===== config.mk =====
export PLATFORM = sky130hd
export DESIGN_NAME = ov7670_capture_ctrl
export DESIGN_NICKNAME = d
export VERILOG_FILES = /design/src/rtl/ov_cap_pkg.sv /design/src/rtl/ov_cap_pixel_pack.sv /design/src/rtl/ov7670_capture_ctrl.sv
export SDC_FILE = /design/constraint.sdc
export NUM_CORES = 1
export LEC_CHECK = 0
export BUFFER_PORTS_ARGS = -buffer_cell sky130_fd_sc_hd__buf_2
export CAP_MARGIN = 20
export CORE_MARGIN = 2
export CORE_UTILIZATION = 45
export DETAILED_ROUTE_END_ITERATION = 6
export PLACE_DENSITY_LB_ADDON = 0.08
export SLEW_MARGIN = 20
export SYNTH_ARGS = -nofsm -noshare
export SYNTH_HDL_FRONTEND = slang
export SYNTH_SLANG_ARGS = --single-unit

===== constraint.sdc =====
create_clock -name pclk -period 2.3 [get_ports pclk]
set_input_delay 0.115 -clock pclk [delete_from_list [all_inputs] [get_ports pclk]]
set_output_delay 0.115 -clock pclk [all_outputs]
set_load 0.02 [all_outputs]

===== src/rtl/ov_cap_pkg.sv =====
// Shared definitions for the OV7670 capture engine: input format codes,
// capture state encodings and RGB565 field positions.
package ov_cap_pkg;

   localparam logic FMT_RGB565 = 1'b0;
   localparam logic FMT_YUV422 = 1'b1;

   localparam logic [1:0] WAIT_VS = 2'd0;
   localparam logic [1:0] VS_HIGH = 2'd1;
   localparam logic [1:0] CAPTURE = 2'd2;

   // MSB of each colour field inside a 16-bit RGB565 pixel
   localparam int R_MSB = 15;
   localparam int G_MSB = 10;
   localparam int B_MSB = 4;

endpackage


===== src/rtl/ov_cap_pixel_pack.sv =====
// Byte-pair assembly for the OV7670 DVP bus. Tracks the byte phase, latches the
// high byte and presents the completed pixel, converted to the RAM word format,
// combinationally on the second byte of each pair.
module ov_cap_pixel_pack
   import ov_cap_pkg::*;
#(
   parameter int OUT_W = 12
)
(
   input  logic             pclk,
   input  logic             reset,
   input  logic             href_cap,
   input  logic             clear,
   input  logic [7:0]       D_data,
   input  logic             fmt,
   output logic             phase,
   output logic             pix_valid,
   output logic [OUT_W-1:0] pix_data
);

   logic [7:0] hi_byte;

   // RGB565 -> RGB444 truncation, RGB565 pass-through, or luma -> grey replication
   function automatic logic [OUT_W-1:0] convert_pixel(input logic [15:0] p, input logic f);
      logic [15:0] w;
      logic [7:0]  y;
      y = p[15:8];
      if (f == FMT_YUV422) begin
         if (OUT_W == 16) w = {y[7:3], y[7:2], y[7:3]};
         else             w = {4'h0, y[7:4], y[7:4], y[7:4]};
      end else begin
         if (OUT_W == 16) w = p;
         else             w = {4'h0, p[R_MSB -: 4], p[G_MSB -: 4], p[B_MSB -: 4]};
      end
      return w[OUT_W-1:0];
   endfunction

   // byte phase toggles on every qualified byte and restarts at each line/frame boundary
   always_ff @(posedge pclk or negedge reset) begin
      if (!reset)        phase <= 1'b0;
      else if (clear)    phase <= 1'b0;
      else if (href_cap) phase <= ~phase;
   end

   // first byte of each pair is held until the second one arrives
   always_ff @(posedge pclk) begin
      if (href_cap && !phase) hi_byte <= D_data;
   end

   assign pix_valid = href_cap && phase;
   assign pix_data  = convert_pixel({hi_byte, D_data}, fmt);

endmodule


===== src/rtl/ov7670_capture_ctrl.sv =====
// OV7670 DVP capture engine: frame/line tracking, optional 2:1 decimation,
// linear frame-buffer addressing and malformed line/frame flags.
// Optional build macro OV_CAPTURE_STATS_EN adds last_line_px, last_frame_lines
// and frame_cnt statistics outputs.
module ov7670_capture_ctrl
   import ov_cap_pkg::*;
#(
   parameter int H_ACTIVE = 640,
   parameter int V_ACTIVE = 480,
   parameter int DECIM    = 2,
   parameter int OUT_W    = 12,
   parameter int ADDR_W   = 17
)
(
   input  logic              pclk,
   input  logic              reset,
   input  logic              vsync,
   input  logic              href,
   input  logic [7:0]        D_data,
   input  logic              fmt,
   output logic [OUT_W-1:0]  save_data,
   output logic [ADDR_W-1:0] save_address,
   output logic              write_enable,
   output logic              frame_done,
   output logic              frame_short,
   output logic              line_err,
   output logic              overflow
`ifdef OV_CAPTURE_STATS_EN
   ,
   output logic [10:0]       last_line_px,
   output logic [10:0]       last_frame_lines,
   output logic [7:0]        frame_cnt
`endif
);

   localparam logic [10:0]       H_LIM     = 11'(H_ACTIVE);
   localparam logic [10:0]       V_LIM     = 11'(V_ACTIVE);
   localparam logic [10:0]       CNT_MAX   = 11'h7FF;
   localparam logic [ADDR_W-1:0] ADDR_LAST = ADDR_W'((H_ACTIVE / DECIM) * (V_ACTIVE / DECIM) - 1);

   logic [1:0]        state;
   logic              fmt_q;
   logic              href_d;
   logic [10:0]       x;
   logic [10:0]       y;
   logic              phase;
   logic              pix_valid;
   logic [OUT_W-1:0]  pix_data;
   logic              in_frame;
   logic              href_cap;
   logic              frame_start;
   logic              frame_end;
   logic              line_close;
   logic              store_sel;
   logic              vld_p0;
   logic [OUT_W-1:0]  data_p0;
   logic [ADDR_W-1:0] addr_cnt;
   logic              addr_full;

   // vsync high while capturing ends the frame immediately, even mid-line
   assign in_frame    = (state == CAPTURE) && !vsync;
   assign href_cap    = href && in_frame;
   assign frame_start = (state == VS_HIGH) && !vsync;
   assign frame_end   = (state == CAPTURE) && vsync;
   assign line_close  = in_frame && href_d && !href;

   assign store_sel = pix_valid && (x < H_LIM) && (y < V_LIM) &&
                      ((DECIM == 1) || (!x[0] && !y[0]));

   ov_cap_pixel_pack #(
      .OUT_W (OUT_W)
   ) u_pack (
      .pclk      (pclk),
      .reset     (reset),
      .href_cap  (href_cap),
      .clear     (line_close || !in_frame),
      .D_data    (D_data),
      .fmt       (fmt_q),
      .phase     (phase),
      .pix_valid (pix_valid),
      .pix_data  (pix_data)
   );

   // frame state machine; a reset mid-frame waits for the next full vsync cycle
   always_ff @(posedge pclk or negedge reset) begin
      if (!reset) begin
         state <= WAIT_VS;
      end else begin
         case (state)
            WAIT_VS: if (vsync)  state <= VS_HIGH;
            VS_HIGH: if (!vsync) state <= CAPTURE;
            CAPTURE: if (vsync)  state <= VS_HIGH;
            default:             state <= WAIT_VS;
         endcase
      end
   end

   // format is fixed for the whole frame at the vsync fall
   always_ff @(posedge pclk or negedge reset) begin
      if (!reset) begin
         fmt_q  <= FMT_RGB565;
         href_d <= 1'b0;
      end else begin
         href_d <= href;
         if (frame_start) fmt_q <= fmt;
      end
   end

   // x counts completed pixels in the line, y counts closed lines; both saturate
   always_ff @(posedge pclk or negedge reset) begin
      if (!reset) begin
         x <= '0;
         y <= '0;
      end else if (frame_start) begin
         x <= '0;
         y <= '0;
      end else if (line_close) begin
         x <= '0;
         if (y != CNT_MAX) y <= y + 11'd1;
      end else if (pix_valid && (x != CNT_MAX)) begin
         x <= x + 11'd1;
      end
   end

   // stage p0: selected pixel registered one edge after its second byte
   always_ff @(posedge pclk or negedge reset) begin
      if (!reset) vld_p0 <= 1'b0;
      else        vld_p0 <= store_sel;
   end

   // pixel data for stage p0 carries no reset
   always_ff @(posedge pclk) begin
      if (pix_valid) data_p0 <= pix_data;
   end

   // stage p1: RAM write port; the address sticks at the last slot instead of wrapping
   always_ff @(posedge pclk or negedge reset) begin
      if (!reset) begin
         write_enable <= 1'b0;
         save_data    <= '0;
         save_address <= '0;
         addr_cnt     <= '0;
         addr_full    <= 1'b0;
         overflow     <= 1'b0;
      end else begin
         write_enable <= 1'b0;
         if (frame_start) begin
            addr_cnt  <= '0;
            addr_full <= 1'b0;
            overflow  <= 1'b0;
         end else if (vld_p0) begin
            if (addr_full) begin
               overflow <= 1'b1;
            end else begin
               write_enable <= 1'b1;
               save_data    <= data_p0;
               save_address <= addr_cnt;
               if (addr_cnt == ADDR_LAST) addr_full <= 1'b1;
               else                       addr_cnt  <= addr_cnt + ADDR_W'(1);
            end
         end
      end
   end

   // geometry flags: line_err follows a bad line close, frame_short is latched at frame close
   always_ff @(posedge pclk or negedge reset) begin
      if (!reset) begin
         line_err    <= 1'b0;
         frame_done  <= 1'b0;
         frame_short <= 1'b0;
      end else begin
         line_err   <= line_close && (phase || (x != H_LIM));
         frame_done <= frame_end;
         if (frame_end) frame_short <= (y < V_LIM);
      end
   end

`ifdef OV_CAPTURE_STATS_EN
   // capture statistics for the most recent line and frame
   always_ff @(posedge pclk or negedge reset) begin
      if (!reset) begin
         last_line_px     <= '0;
         last_frame_lines <= '0;
         frame_cnt        <= '0;
      end else begin
         if (line_close) last_line_px <= x;
         if (frame_end) begin
            last_frame_lines <= y;
            frame_cnt        <= frame_cnt + 8'd1;
         end
      end
   end
`endif

endmodule


Word-level counts from Yosys, hierarchy flattened

Index checks and enable logic that the tools add are counted.

Shift-type cells: 0
Multiplexer cells: 26
Add/subtract/negate cells: 3
Divide/modulo/power cells: 0
Multipliers: 0
Equal/unequal tests: 10
Reductions and logical operators: 35
$lt $le $gt $ge: 2
Bitwise logic cells: 3

Operator list:

| kind                  | number |
|---|---|
| $mux 17               | 4 |
| $mux 11               | 6 |
| $add 11x1->11 const B | 2 |
| $ne 11x11->1 const B  | 2 |
| $add 17x1->17 const B | 1 |
| $eq 17x17->1 const B  | 1 |
| $logic_and 1x1->1     | 14 |
| $mux 1                | 12 |
| $lt 11x10->1 const B  | 1 |
| $lt 11x9->1 const B   | 1 |
| $ne 11x10->1 const B  | 1 |
| $reduce_bool 2->1     | 5 |
| $mux 8                | 1 |
| $logic_not 1->1       | 6 |
| $ne 2x2->1 const B    | 3 |
| $reduce_and 2->1      | 3 |
| $reduce_and 3->1      | 2 |
| $mux 2                | 2 |
| $pmux 2 s2            | 1 |
| $not 1->1             | 3 |
| $reduce_bool 3->1     | 1 |
| $eq 2x1->1 const B    | 1 |
| $eq 2x2->1 const B    | 1 |
| $logic_not 2->1       | 1 |
| 3 further kinds       | 4 |

Memories kept: 0
Register bits: 100
Memory bits (writable): 0
Output and inout bits: 34
Memory bits (read-only): 0
Bits in latches: 0

Longest topological paths before layout

Gate-level depths: netlist of run 1.

Depth in word-level cells: 8
Depth in mapped cells: 5

Modules after synthesis

A second synthesis of run 1 with hierarchy kept.

Cell total of the unflattened synthesis: 380
Area total of the unflattened synthesis: 4534.3 sq um

By module, submodules not included:

| module              | cells an instance | area an instance (sq um) | instances |
|---|---|---|---|
| ov7670_capture_ctrl | 343               | 4147.7                   | 1 |
| ov_cap_pixel_pack   | 37                | 386.6                    | 1 |

Worst setup path after synthesis of run 1

Ideal clock, no wire load.

Path type: register to register
Start: register state[0]
End: register y[7]
Path buffers: 0
Arrival: 1.877 ns
Stages on the path, launching flop included: 5
Required time: 2.223 ns
Path slack: 0.346 ns
Cells stage by stage: dfrtp_1 or3b_4 or3_4 or4_1 a21oi_1

Word-level cells in the longest chain between the ends: 6

RTL lines:

| what                               | RTL line                   | source |
|---|---|---|
| start, declared                    | ov7670_capture_ctrl.sv:41  | `logic [1:0] state;` |
| start signal, assigned             | ov7670_capture_ctrl.sv:87  | `state <= WAIT_VS;` |
| start signal, assigned             | ov7670_capture_ctrl.sv:90  | `WAIT_VS: if (vsync) state <= VS_HIGH;` |
| start signal, assigned             | ov7670_capture_ctrl.sv:91  | `VS_HIGH: if (!vsync) state <= CAPTURE;` |
| $eq 2x2->1                         | ov7670_capture_ctrl.sv:61  | `assign in_frame = (state == CAPTURE) && !vsync;` |
| $logic_and 1x1->1                  | ov7670_capture_ctrl.sv:61  |  |
| $logic_and 1x1->1 (2 in series)    | ov7670_capture_ctrl.sv:65  | `assign line_close = in_frame && href_d && !href;` |
| $reduce_bool 2->1 (no source line) | -                          |  |
| $reduce_and 2->1 (no source line)  | -                          |  |
| end signal, assigned               | ov7670_capture_ctrl.sv:119 | `if (y != CNT_MAX) y <= y + 11'd1;` |
| end, declared                      | ov7670_capture_ctrl.sv:45  | `logic [10:0] y;` |

Parallel ways exist; a longest one is shown, timed or not.
A chain may end at the register's enable or synchronous reset.

Final worst setup path of run 1

Same ends and word-level chain as after synthesis.

==> results of run 1 <==
==> per-stage QoR <==
| step | utilization | instance area (sq um) |
|---|---|---|
| final | 0.546 | 5260 |
| after global routing | 0.546 | 5260 |
| after CTS | 0.546 | 5260 |
| after detailed placement | 0.513 | 4950 |
| after global placement | 0.513 | 4950 |
| after floorplan | - | 4430 |
==> final timing paths <==
check,cells past startpoint,end,from
setup / recovery,4,y[7],state[0]
hold / removal,3,data_p0[2],D_data[3]
setup reg to reg,4,y[7],state[0]
hold reg to reg,0,data_p0[9],u_pack.hi_byte[5]
max in group asynchronous,3,overflow,reset
min in group asynchronous,2,write_enable,reset
==> flip-flops by register name, summed over array words and instances, names as in the netlist <==
| register | count |
|---|---|
| addr_cnt | 17 |
| overflow | 1 |
| vld_p0 | 1 |
| addr_full | 1 |
| write_enable | 1 |
| href_d | 1 |
| u_pack.phase | 1 |
| save_address | 17 |
| frame_short | 1 |
| x | 11 |
| y | 11 |
| frame_done | 1 |
| line_err | 1 |
| save_data | 12 |
| fmt_q | 1 |
| state | 2 |
| data_p0 | 12 |
| u_pack.hi_byte | 7 |
==> cell families (layout without fill, tap and decap cells) <==
kind of cell | Yosys count | in the layout | synth area share
AND/OR/NAND/NOR | 146 | 146 | 0.183
XOR/XNOR | 2 | 2 | 0.00396
flip-flops | 99 | 99 | 0.581
multiplexers | 38 | 38 | 0.0939
AO/OA/AOI/OAI | 72 | 72 | 0.102
buffers and inverters | 28 | 110 | 0.0246
adder cells (fa/ha/maj) | 4 | 4 | 0.0113
==> layout make-up <==
type / count / area share
timing repair buffer: 77 / 0.0961
inverter: 17 / 0.0121
sequential: 99 / 0.489
multi-input combinational: 262 / 0.332
tap: 133 / 0.0316
clock buffer: 11 / 0.0269
clock inverter: 5 / 0.0119
==> synth_stat cells (2+ instances only) <==
cell / number / area share
dfrtp_1: 80 / 0.45
nand2_1: 36 / 0.031
mux2_2: 28 / 0.071
o21ai_0: 26 / 0.029
edfxtp_1: 19 / 0.13
a21oi_1: 17 / 0.019
nand3_1: 17 / 0.019
nor2_1: 17 / 0.014
inv_1: 16 / 0.014
nand4_1: 11 / 0.016
nor3_1: 11 / 0.012
mux2i_1: 10 / 0.023
or3_1: 10 / 0.014
clkbuf_1: 9 / 0.0076
nor4_1: 9 / 0.013
or4_1: 7 / 0.012
o31ai_1: 5 / 0.0085
a221o_1: 4 / 0.0090
ha_1: 4 / 0.011
nand2b_1: 4 / 0.0057
a211oi_1: 3 / 0.0051
a31oi_1: 3 / 0.0042
and4_1: 3 / 0.0059
nor2b_1: 3 / 0.0042
nor4b_1: 3 / 0.0059
a21o_1: 2 / 0.0034
and2_1: 2 / 0.0028
and3_1: 2 / 0.0028
nand4b_1: 2 / 0.0040
nor3b_1: 2 / 0.0034
o21a_1: 2 / 0.0034
o311ai_0: 2 / 0.0040
o41ai_1: 2 / 0.0040
xnor2_1: 2 / 0.0040
==> power breakdown <==
group	leakage [nW]	switching, mW	internal [mW]
registers	1.28	0.0314	1.82
clock network	0.0962	0.610	0.539
logic	1.01	0.117	0.0803
==> critical path, delay by kind of cell, from the launching register on <==
kind | cells | cell delay (ps)
AO/OA/AOI/OAI | 1 | 140
AND/OR/NAND/NOR | 3 | 1380
flip-flops | 1 | 450
==> layer usage <==
layer,global-route usage,vias to the layer above,wire [um]
li1,-,1614,-
met1,0.250,1609,4340
met2,0.294,48,4190
met3,0.0269,15,217
met4,0.0911,0,211
met5,0,-,0
==> timing repair <==
action	CTS	global route
endpoints found under the hold margin	47	0
hold buffers	11	0
resized for setup	0	0
==> impl_metrics.env, run 1 <==
export IMPL_cts_sinks=99
export IMPL_dp_hpwl_um=6220
export IMPL_required_ps=2590
export IMPL_worstMarginPinSlew_ps=537
export IMPL_clkTransAtPathRegs_ps=100
export IMPL_start_util=0.459
export IMPL_finalSetupTns_ps=0
export IMPL_multi_input_area_sq_um=1750
export IMPL_io_buffer_count=46
export IMPL_syn_avg_cell_area_sq_um=11.4
export IMPL_grt_pass1_wl_um=15200
export IMPL_vias_per_cell=5.44
export IMPL_die_h_um=103
export IMPL_drtIter0Drc=91
export IMPL_dp_cells=577
export IMPL_fin_cells=604
export IMPL_finalHoldViolCount=0
export IMPL_grt_pass1_vias=3192
export IMPL_mostFrequentLayoutCells="dfrtp_1, buf_2, nand2_1"
export IMPL_cts_root_buf="clkbuf_8"
export IMPL_nNetsFinal=483
export IMPL_insertedDiodeCount=0
export IMPL_hold_slack_ps=107
export IMPL_grt_ovfl_total=0
export IMPL_die_area_sq_um=10600
export IMPL_r2r_slack_ps=250
export IMPL_cp_data_arrival_time_ps=2350
export IMPL_drt_pass1_iter_count=4
export IMPL_leakage_nw=2.38
export IMPL_route_vias_total=3286
export IMPL_wl_per_cell_um=14.8
export IMPL_p_total_mw=3.20
export IMPL_fillerInstances=896
export IMPL_period_share=0.893
export IMPL_register_area_sq_um=2570
export IMPL_drv_cap=0
export IMPL_grt_max_degree=40
export IMPL_cts_buffers=9
export IMPL_crit_fanout=7
export IMPL_synth_edff_count=19
export IMPL_post_place_ws_ps=257
export IMPL_criticalPathCategory="reg -> reg"
export IMPL_pin_count=47
export IMPL_h_tree_depth=3
export IMPL_antenna_found_initial=0
export IMPL_cts_tree="built"
export IMPL_drive_above_1_share=0.253
export IMPL_rows=36
export IMPL_drcViolationCount=0
export IMPL_netlist_area_sq_um=4430
export IMPL_yosysSeqAreaShare=0.581
export IMPL_timing_fmax_mhz=487
export IMPL_drt_total_wl_um=8960
export IMPL_hp_class="in -> reg"
export IMPL_synth_distinct_cells=50
export IMPL_critPathSlowestCell="or4_1"
export IMPL_netlist_instances=389
export IMPL_outcome="complete, no violations"
export IMPL_syn_nets=406
export IMPL_worstSetupEndpointType="flip-flop"
export IMPL_ant_nets=0
export IMPL_grt_setup_unrepaired="no"
export IMPL_power_density_nw_per_um2=608
export IMPL_final_common_cell="dfrtp_1"
export IMPL_crit_chain="or3b_4 -> or3_4 -> or4_1 -> a21oi_1"
export IMPL_slew_viol_final=0
export IMPL_peakVddDrop_v=0.000267
export IMPL_syn_to_final_growth_pct=18.9
export IMPL_dieWidth_um=103
export IMPL_track_usage=0.185
export IMPL_core_sq_um=9640
export IMPL_fin_worst_skew_ps=7.09
export IMPL_yosysWarnings=0
export IMPL_finalSetupViolCount=0
export IMPL_clk_latency_ps=370
export IMPL_clockBufferDepth=2
export IMPL_max_slew_margin_rel=0.642
export IMPL_synth_main_ff_cell="dfrtp_1"
export IMPL_fin_ws_ps=247
export IMPL_routabilityCongestion=0.824
export IMPL_post_route_min_period_ps=2050
export IMPL_synthArstFlopShare=0.808
export IMPL_synth_seq_cells=99
export IMPL_postCtsSetupBuffers=0
export IMPL_cp_start_kind="flip-flop"
export IMPL_slowest_delay_ps=500
No activity file was read; power rests on OpenSTA's default activity.
==> inputs of run 2 (changes only) <==
--- a/config.mk
+++ b/config.mk
@@ -8,7 +8,7 @@
 export BUFFER_PORTS_ARGS = -buffer_cell sky130_fd_sc_hd__buf_2
 export CAP_MARGIN = 20
 export CORE_MARGIN = 2
-export CORE_UTILIZATION = 45
+export CORE_UTILIZATION = 58
 export DETAILED_ROUTE_END_ITERATION = 6
 export PLACE_DENSITY_LB_ADDON = 0.08
 export SLEW_MARGIN = 20
==> impl_metrics.env, run 2 (same netlist as run 1, synthesis figures left out) <==
export IMPL_routabilityCongestion=0.870
export IMPL_postCtsSetupBuffers=0
export IMPL_fin_worst_skew_ps=13.3
export IMPL_hold_depth=3
export IMPL_die_area_sq_um=8340
export IMPL_worstMarginPinSlew_ps=705
export IMPL_fin_cells=566
export IMPL_clk_latency_ps=370
export IMPL_p_total_mw=3.27
export IMPL_rows=31
export IMPL_route_vias_total=3396
export IMPL_r2r_start="state[0]"
export IMPL_required_ps=2590
export IMPL_peakVddDrop_v=0.000322
export IMPL_antenna_found_initial=0
export IMPL_wl_per_cell_um=15.7
export IMPL_hp_start="D_data[3]"
export IMPL_vias_per_cell=6.00
export IMPL_clockBufferDepth=2
export IMPL_min_to="data_p0[2]"
export IMPL_dp_hpwl_um=6070
export IMPL_finalHoldViolCount=0
export IMPL_dp_cells=539
export IMPL_h_tree_depth=3
export IMPL_ant_nets=0
export IMPL_cts_hold_buf=11
export IMPL_crit_fanout=7
export IMPL_clkTransAtPathRegs_ps=100
export IMPL_drtIter0Drc=338
export IMPL_cp_start_kind="flip-flop"
export IMPL_hp_class="in -> reg"
export IMPL_outcome="complete, no violations"
export IMPL_post_route_min_period_ps=2060
export IMPL_drt_pass1_iter_count=4
export IMPL_timing_fmax_mhz=485
export IMPL_die_h_um=91.4
export IMPL_drcViolationCount=0
export IMPL_cp_data_arrival_time_ps=2350
export IMPL_cts_tree="built"
export IMPL_drive_above_1_share=0.246
export IMPL_nNetsFinal=479
export IMPL_finalSetupTns_ps=0
export IMPL_timing_rr_end="y[7]"
export IMPL_final_common_cell="dfrtp_1"
export IMPL_power_density_nw_per_um2=630
export IMPL_cts_buffers=9
export IMPL_fin_util=0.709
export IMPL_grt_setup_unrepaired="no"
export IMPL_drt_total_wl_um=8880
export IMPL_syn_to_final_growth_pct=17.5
export IMPL_dieWidth_um=91.4
export IMPL_pin_count=47
export IMPL_leakage_nw=2.37
export IMPL_mostFrequentLayoutCells="dfrtp_1, buf_2, nand2_1"
export IMPL_track_usage=0.232
export IMPL_insertedDiodeCount=0
export IMPL_rr_worst_depth=4
export IMPL_grt_max_degree=81
export IMPL_reg_top3="addr_cnt x17, save_address x17"
export IMPL_io_buffer_count=46
export IMPL_max_slew_margin_rel=0.530
export IMPL_start_util=0.604
export IMPL_core_sq_um=7330
export IMPL_period_share=0.897
export IMPL_worstSetupEndpointType="flip-flop"
export IMPL_post_cts_resized=0
export IMPL_post_place_ws_ps=251
export IMPL_r2r_slack_ps=240
export IMPL_finalSetupViolCount=0
export IMPL_grt_ovfl_total=0
export IMPL_drv_cap=0
export IMPL_slew_viol_final=0
export IMPL_grt_pass1_vias=3322
export IMPL_criticalPathCategory="reg -> reg"
export IMPL_cts_root_buf="clkbuf_8"
export IMPL_cts_sinks=99
export IMPL_fin_ws_ps=237
export IMPL_grt_pass1_wl_um=15500
## run 2: area by class of cell
cell class	count	area [sq um]
multi-input combinational	262	1750
clock buffer	9	124
tap	99	124
inverter	17	63.8
fill	556	2130
clock inverter	7	98.8
sequential	99	2570
timing repair buffer	73	467
## run 2: worst max path at each step
| stage | start | end | slack (ps) |
|---|---|---|---|
| after floorplan | state[0] | y[7] | 350 |
| after global placement | state[0] | y[7] | 300 |
| after detailed placement | state[0] | y[7] | 250 |
| after CTS | state[0] | y[7] | 240 |
| after global routing | state[0] | y[7] | 180 |
| final | state[0] | y[7] | 240 |
## run 2: worst max-delay path, cell delays in order, from the launching register on
cell and delay [ps]:
dfrtp_1 450, or3b_4 450, or3_4 430, or4_1 500, a21oi_1 150
## run 2: per-layer routing
metal	routed length [um]	track usage	share of wire
met1	3970	0.321	0.45
met2	4320	0.373	0.49
met3	442	0.0465	0.050
met4	150	0.0758	0.017
met5	0	0	0
## run 2: metrics by stage
stage | hold WS [ps] | area [sq um]
final | 124 | 5200
after global placement | 296 | 4860
after CTS | 107 | 5190
after global routing | 160 | 5200
after floorplan | -181 | 4430
after detailed placement | 293 | 4860
## run 2: power breakdown
| group | internal [mW] | switching (mW) | total [mW] | leakage, nW |
|---|---|---|---|---|
| sequential | 1.82 | 0.0333 | 1.85 | 1.28 |
| combinational | 0.0768 | 0.115 | 0.192 | 0.985 |
| clock | 0.621 | 0.609 | 1.23 | 0.112 |
